[src/rtl/crane_pkg.sv]
// Shared constants for the crane-game round controller: state encoding,
// output widths and the saturating credit update.
package crane_pkg;

    localparam int TIME_W   = 8;
    localparam int CREDIT_W = 4;
    localparam int PRIZE_W  = 8;

    localparam logic [1:0] ST_IDLE    = 2'd0;
    localparam logic [1:0] ST_PLAYING = 2'd1;
    localparam logic [1:0] ST_DROP    = 2'd2;
    localparam logic [1:0] ST_RESULT  = 2'd3;

    // Apply the coin and the start debit together, then saturate the final
    // value, so a same-cycle coin and start nets to zero even at the cap.
    // A debit only happens when cur is non-zero, so no underflow.
    function automatic logic [CREDIT_W-1:0] credit_next(
        input logic [CREDIT_W-1:0] cur,
        input logic                add,
        input logic                sub,
        input logic [CREDIT_W-1:0] max_c
    );
        logic [CREDIT_W:0] sum;
        sum = {1'b0, cur} + {{CREDIT_W{1'b0}}, add} - {{CREDIT_W{1'b0}}, sub};
        if (sum > {1'b0, max_c}) credit_next = max_c;
        else                     credit_next = sum[CREDIT_W-1:0];
    endfunction

endpackage

[src/rtl/sec_tick_gen.sv]
// One-second tick generator. Counts 0..CYCLES_PER_SEC-1 while run is high
// and flags the last count; clear forces the count back to 0.
module sec_tick_gen #(
    parameter int CYCLES_PER_SEC = 100000000
) (
    input  logic clock_100Mhz,
    input  logic reset_n,
    input  logic clear,
    input  logic run,
    output logic sec_tick
);

    localparam int CNT_W = (CYCLES_PER_SEC > 1) ? $clog2(CYCLES_PER_SEC) : 1;
    localparam logic [CNT_W-1:0] CNT_LAST = CNT_W'(CYCLES_PER_SEC - 1);

    logic [CNT_W-1:0] cnt_q, cnt_d;

    assign sec_tick = run && (cnt_q == CNT_LAST);

    // Next count: clear wins, otherwise advance and wrap while running.
    always_comb begin
        cnt_d = cnt_q;
        if (clear)    cnt_d = '0;
        else if (run) cnt_d = (cnt_q == CNT_LAST) ? '0 : cnt_q + 1'b1;
    end

    // Count register.
    always_ff @(posedge clock_100Mhz or negedge reset_n) begin
        if (!reset_n) cnt_q <= '0;
        else          cnt_q <= cnt_d;
    end

endmodule

[src/rtl/round_controller.sv]
// Crane-game round sequencer: credits, round countdown, claw gating, drop
// command and win/lose result. Optional macro FREE_PLAY_EN lets start_btn
// begin a round without checking or consuming credits.
//
// state      | meaning
// IDLE       | waiting for start_btn (with credit unless free play)
// PLAYING    | claw enabled, countdown running
// DROP       | drop_cmd issued, waiting for claw_done
// RESULT     | win shown for RESULT_HOLD_S seconds
module round_controller
    import crane_pkg::*;
#(
    parameter int CYCLES_PER_SEC = 100000000,
    parameter int ROUND_TIME     = 20,
    parameter int RESULT_HOLD_S  = 3,
    parameter int MAX_CREDITS    = 9
) (
    input  logic                clock_100Mhz,
    input  logic                reset_n,
    input  logic                coin_in,
    input  logic                start_btn,
    input  logic                drop_btn,
    input  logic                claw_done,
    input  logic                prize_in,
    output logic [1:0]          state,
    output logic [TIME_W-1:0]   time_left,
    output logic [CREDIT_W-1:0] credits,
    output logic                claw_enable,
    output logic                drop_cmd,
    output logic                win,
    output logic [PRIZE_W-1:0]  prizes
);

    localparam logic [TIME_W-1:0]   ROUND_T = TIME_W'(ROUND_TIME);
    localparam logic [3:0]          HOLD_T  = 4'(RESULT_HOLD_S);
    localparam logic [CREDIT_W-1:0] MAX_C   = CREDIT_W'(MAX_CREDITS);

    logic [1:0]          state_q, state_d;
    logic [TIME_W-1:0]   time_q, time_d;
    logic [CREDIT_W-1:0] credits_q, credits_d;
    logic [PRIZE_W-1:0]  prizes_q, prizes_d;
    logic [3:0]          hold_q, hold_d;
    logic                win_q, win_d;
    logic                claw_en_q, claw_en_d;
    logic                drop_cmd_q, drop_cmd_d;
    logic                credit_ok, credit_use, start_ok, sec_tick, tick_run, tick_clear;

`ifdef FREE_PLAY_EN
    assign credit_ok  = 1'b1;
    assign credit_use = 1'b0;
`else
    assign credit_ok  = (credits_q != '0);
    assign credit_use = 1'b1;
`endif

    // Start decision uses the pre-coin credit value.
    assign start_ok   = start_btn && (state_q == ST_IDLE) && credit_ok;
    assign tick_run   = (state_q == ST_PLAYING) || (state_q == ST_RESULT);
    assign tick_clear = (state_d != state_q);

    sec_tick_gen #(.CYCLES_PER_SEC(CYCLES_PER_SEC)) u_sec_tick (
        .clock_100Mhz (clock_100Mhz),
        .reset_n      (reset_n),
        .clear        (tick_clear),
        .run          (tick_run),
        .sec_tick     (sec_tick)
    );

    // Round sequencing and next values of every registered output.
    always_comb begin
        state_d  = state_q;
        time_d   = time_q;
        win_d    = win_q;
        prizes_d = prizes_q;
        hold_d   = hold_q;
        case (state_q)
            ST_IDLE: begin
                if (start_ok) begin
                    state_d = ST_PLAYING;
                    time_d  = ROUND_T;
                end
            end
            ST_PLAYING: begin
                if (sec_tick && (time_q != '0)) time_d = time_q - 1'b1;
                if (drop_btn || (time_q == '0)) state_d = ST_DROP;
            end
            ST_DROP: begin
                if (claw_done) begin
                    state_d = ST_RESULT;
                    win_d   = prize_in;
                    hold_d  = HOLD_T;
                    if (prize_in) prizes_d = prizes_q + 1'b1;
                end
            end
            default: begin
                if (sec_tick) begin
                    if (hold_q <= 4'd1) state_d = ST_IDLE;
                    else                hold_d  = hold_q - 1'b1;
                end
            end
        endcase
        credits_d  = credit_next(credits_q, coin_in, start_ok && credit_use, MAX_C);
        claw_en_d  = (state_d == ST_PLAYING);
        drop_cmd_d = (state_d == ST_DROP) && (state_q != ST_DROP);
    end

    // State and output registers; reset mid-round forfeits the round.
    always_ff @(posedge clock_100Mhz or negedge reset_n) begin
        if (!reset_n) begin
            state_q    <= ST_IDLE;
            time_q     <= '0;
            credits_q  <= '0;
            prizes_q   <= '0;
            hold_q     <= '0;
            win_q      <= 1'b0;
            claw_en_q  <= 1'b0;
            drop_cmd_q <= 1'b0;
        end else begin
            state_q    <= state_d;
            time_q     <= time_d;
            credits_q  <= credits_d;
            prizes_q   <= prizes_d;
            hold_q     <= hold_d;
            win_q      <= win_d;
            claw_en_q  <= claw_en_d;
            drop_cmd_q <= drop_cmd_d;
        end
    end

    assign state       = state_q;
    assign time_left   = time_q;
    assign credits     = credits_q;
    assign claw_enable = claw_en_q;
    assign drop_cmd    = drop_cmd_q;
    assign win         = win_q;
    assign prizes      = prizes_q;

endmodule

[config.mk]
export PLATFORM = sky130hd
export DESIGN_NAME = round_controller
export DESIGN_NICKNAME = d
export VERILOG_FILES = /design/src/rtl/crane_pkg.sv /design/src/rtl/sec_tick_gen.sv /design/src/rtl/round_controller.sv
export SDC_FILE = /design/constraint.sdc
export NUM_CORES = 1
export LEC_CHECK = 0
export ABC_AREA = 1
export BUFFER_PORTS_ARGS = -buffer_cell sky130_fd_sc_hd__buf_2
export CORE_UTILIZATION = 45
export DETAILED_ROUTE_END_ITERATION = 10
export SLEW_MARGIN = 5
export SYNTH_ARGS = -nofsm -noshare
export SYNTH_HDL_FRONTEND = slang
export SYNTH_SLANG_ARGS = --single-unit
[constraint.sdc]
create_clock -name clock_100Mhz -period 7 [get_ports clock_100Mhz]
set_input_delay 0.7 -clock clock_100Mhz [delete_from_list [all_inputs] [get_ports clock_100Mhz]]
set_output_delay 0.7 -clock clock_100Mhz [all_outputs]
set_load 0.01 [all_outputs]
==> impl_summary.txt <==
----------------------------------------------------
[Drt]
  Total via count in the routed design ... ~3,000
  DRC Markers ... 0
  Mean number of vias per cell ... a little under 5
  Count of routing violations after the opening detailed-route iteration ... approximately 220
  Post-route antenna net violation count ... 0
  Wirelength, routed ... between 7 and 8 mm
  Routed length per placed instance ... roughly 13 microns
  Number of detailed-route iterations in the first pass ... 4

[Power and ir drop]
  Proportion of power drawn by flip-flops and latches ... 0.450
  Pwr/cell area ... between 200 and 300 nW/um^2
  Max VDD drop ... 0.1399 mV
  Fraction of power spent switching nets ... 0.4012
  Clk pwr share ... 0.190
  Combinational share of power ... 0.361
  Static leakage ... 1.886 nW
  Net switching component of the power ... 0.3931 mW
  Internal power ... about 0.59 mW

[Floorplan]
  Effective utilization at floorplan ... 0.4619
  Die height ... between 90 and 100 microns
  Die outline width ... just over 90 microns
  Placeable Area ... 7687 sq um
  Number of top-level pins ... 32
  Row cnt ... 32
  Area of the die ... around 8300 sq um

[Critical path]
  Maximum net fanout on the critical path ... 9
  Critical path cell sequence ... inv_1, ha_1, nand3_1, nand2_2, inv_2, ha_1, inv_1, ha_1, inv_1, fa_1, o21ai_0, a21oi_1, xor2_1, nand2_1, nor2_1
  Startpoint class of the critical path ... register
  Kind of critical path ... register to register
  Cell at the slowest stage of the critical path ... sky130_fd_sc_hd__dfrtp_1
  CP endpoint kind ... register
  CP Data Arrival Time ... 3.02 ns
  CP max stage delay ... 0.39 ns
  Required time at the worst-slack endpoint ... just over 7 ns

[Cells and area]
  Antenna diodes ... 0
  Number of cells in the finished layout apart from fillers ... ~610
  Area of the multi-input gates ... between 1500 and 2000 sq um
  Ratio of cells with drive above 1 in the final layout ... 0.1605
  Fillers ... 792
  Layout overhead on the synthesized area ... 9.866%
  Number of nets in the final layout ... 530
  Reg area ... approximately 1400 sq um

[Synth]
  Most used DFF post-synth ... sky130_fd_sc_hd__dfrtp_1
  Netlist area before placement ... approximately 3600 sq um
  Syn_area_per_cell ... roughly 7.5 sq um
  Leading cell types by count after synthesis ... 136 x sky130_fd_sc_hd__nand2_1, 58 x sky130_fd_sc_hd__nor2_1, 57 x sky130_fd_sc_hd__inv_1
  Post-Syn Instances ... 476
  Largest area contributor in the synthesized netlist ... sky130_fd_sc_hd__dfrtp_1
  Synth cell types ... 33
  Number of nets produced by synthesis ... 495
  Top area cells in the synthesized netlist ... sky130_fd_sc_hd__dfrtp_1 39%, sky130_fd_sc_hd__nand2_1 14%, sky130_fd_sc_hd__nor2_1 6.1%, sky130_fd_sc_hd__inv_1 6.0%, sky130_fd_sc_hd__nand3_1 5.2%
  Top-count cell post-synth ... sky130_fd_sc_hd__nand2_1
  Post-synthesis register bit count ... between 50 and 60
  Fraction of post-synthesis cell area in the top cell type by area ... 0.3946
  Proportion of synthesized chip area in sequential cells ... 0.3946
  Synthesis Warnings ... 0
  Post-synthesis async set-or-reset flop share ... 1.000
  Number of synthesized flops with an enable pin ... 0

[Clocking]
  Total of cells resized after clock tree synthesis ... 0
  Buffers inserted during post-CTS setup optimization ... 0
  Maximum level of the CTS H-tree ... 2
  Clk_lat worst skew ... around 0.32 ns
  Clock sink total ... 56
  Clk buf depth ... 2
  Clk pin slew, worst setup/hold paths ... 0.11 ns
  Library cell used as clock root buffer ... sky130_fd_sc_hd__clkbuf_8
  Number of buffers created by CTS ... 5
  Count of hold-fix buffers inserted at cts ... 0
  TritonCTS clock tree ... done

[GRT]
  Antenna violations before repair ... 0
  Total GRT Usage ... 0.2061
  Global-route wire length before repair ... between 10 and 15 mm
  Residual overflow from global routing ... 0
  Vias in the first global route ... ~3,000
  Pin count of the biggest net entering global routing ... between 50 and 60

[Timing]
  Period Utilization, post-route ... 0.3962
  Final critical-path required period ... around 2.8 ns
  Final setup vio count ... 0
  Number of slew-limit violations in the final report ... 0
  Unrepaired setup endpoints after global routing ... no
  Max_slew headroom ... 0.5180
  Final total negative setup slack ... 0 ns
  Final worst clock skew ... roughly 0.012 ns
  Transition time at the pin with the least slew margin ... slightly above 0.7 ns
  Number of hold violations in the final report ... 0
  Maximum clock rate ... roughly 360 MHz

[Placed design]
  Half-perimeter wire length of the detailed placement result ... between 5 and 6 mm
  Gp weighted congestion ... approximately 0.84
  Number of cells in the design after placement ... around 600
  Number of buffers added on ports ... 31

[Worst hold path]
  Class of the tightest hold or removal check ... register to register

[Outcome]
  Run status ... complete, no violations

[Run]
  Max-cap viol count ... 0

----------------------------------------------------
[layout by cell type, fill, tap and decap left out, types with 6 or more instances in the layout]
cell | netlist | layout
sky130_fd_sc_hd__buf_2 | 1 | 31
sky130_fd_sc_hd__clkbuf_8 | 0 | 6
sky130_fd_sc_hd__dfrtp_1 | 56 | 56
sky130_fd_sc_hd__ha_1 | 11 | 11
sky130_fd_sc_hd__inv_1 | 57 | 57
sky130_fd_sc_hd__inv_2 | 8 | 8
sky130_fd_sc_hd__nand2_1 | 136 | 136
sky130_fd_sc_hd__nand2_2 | 7 | 7
sky130_fd_sc_hd__nand3_1 | 37 | 37
sky130_fd_sc_hd__nor2_1 | 58 | 58
sky130_fd_sc_hd__nor2_2 | 11 | 11
sky130_fd_sc_hd__o21ai_0 | 11 | 11
sky130_fd_sc_hd__o21ai_1 | 6 | 6
sky130_fd_sc_hd__o22ai_1 | 10 | 10
sky130_fd_sc_hd__xnor2_1 | 8 | 8
sky130_fd_sc_hd__xor2_1 | 21 | 21
[sequential cells by signal (all words and copies together), names as in the netlist]
| signal | cells |
|---|---|
| drop_cmd | 1 |
| credits | 4 |
| state | 2 |
| hold_q | 4 |
| claw_enable | 1 |
| u_sec_tick.cnt_q | 27 |
| win | 1 |
| prizes | 8 |
| time_left | 8 |
[metrics by stage]
stage,power [mW],hold WS (ns),instance area [sq um],utilization,setup WS [ns]
2_1_floorplan,0.7052,0.4044,3551,-,4.455
3_3_place_gp,0.7950,0.4509,3810,0.4956,4.221
3_5_place_dp,0.8022,0.4585,3810,0.4956,4.106
4_1_cts,0.9923,0.4834,3901,0.5075,4.221
5_1_grt,1.068,0.5111,3901,0.5075,3.952
6_report,0.9796,0.4779,3901,0.5075,4.227
[cell families after synthesis]
kind of cell               after synthesis  synth area share
and+or+nand+nor                        276            0.3566
buffers and inverters                   69           0.07752
DFF                                     56            0.3946
AOI/OAI and AO/OA                       33           0.05250
xor gates and xnor gates                29           0.07153
adders and majority gates               12           0.04440
muxes                                    1          0.002819
[path summary, 6_finish.rpt]
path                                 start                   end  slack, ns  cells after the start
worst max-delay path            credits[3]            credits[1]       4.23                     15
worst min-delay path                   win                   win       0.48                      2
worst max register to register  credits[3]            credits[1]       4.23                     15
worst min register to register         win                   win       0.48                      2
max in group asynchronous          reset_n  u_sec_tick.cnt_q[19]       6.01                      2
min in group asynchronous          reset_n   u_sec_tick.cnt_q[7]       0.53                      2
[area by class of cell]
type | count | area share
clock buffers | 6 | 0.02117
clock inverters | 1 | 0.002245
inverters | 65 | 0.06254
multi-input cells | 351 | 0.4804
flip-flops and latches | 56 | 0.3592
well taps | 102 | 0.03271
repair buffers | 32 | 0.04169
[routing by layer]
| layer | up-vias | part of all wire | GRT usage |
|---|---|---|---|
| li1 | 1558 | - | - |
| met1 | 1391 | 0.50 | 0.2897 |
| met2 | 58 | 0.45 | 0.3302 |
| met3 | 4 | 0.043 | 0.03872 |
| met4 | 0 | 0.0049 | 0.04630 |
| met5 | - | 0 | 0 |
[power groups by stage]
stage | combinational [mW] | sequential [mW] | clock (mW)
CTS | 0.357 | 0.441 | 0.194
detailed placement | 0.355 | 0.447 | 0
global route | 0.410 | 0.452 | 0.206
global placement | 0.351 | 0.444 | 0
finish | 0.353 | 0.440 | 0.186
floorplan | 0.258 | 0.447 | 0
[worst max-delay path: cells and delay by family (launching register included)]
kind / cells / cell delay, ns
compound gates: 2 / 0.30
buf+inv: 4 / 0.31
fa+ha+maj: 4 / 0.98
simple gates: 4 / 0.54
xor+xnor: 1 / 0.17
flops: 1 / 0.39
No activity file was read; power rests on OpenSTA's default activity.
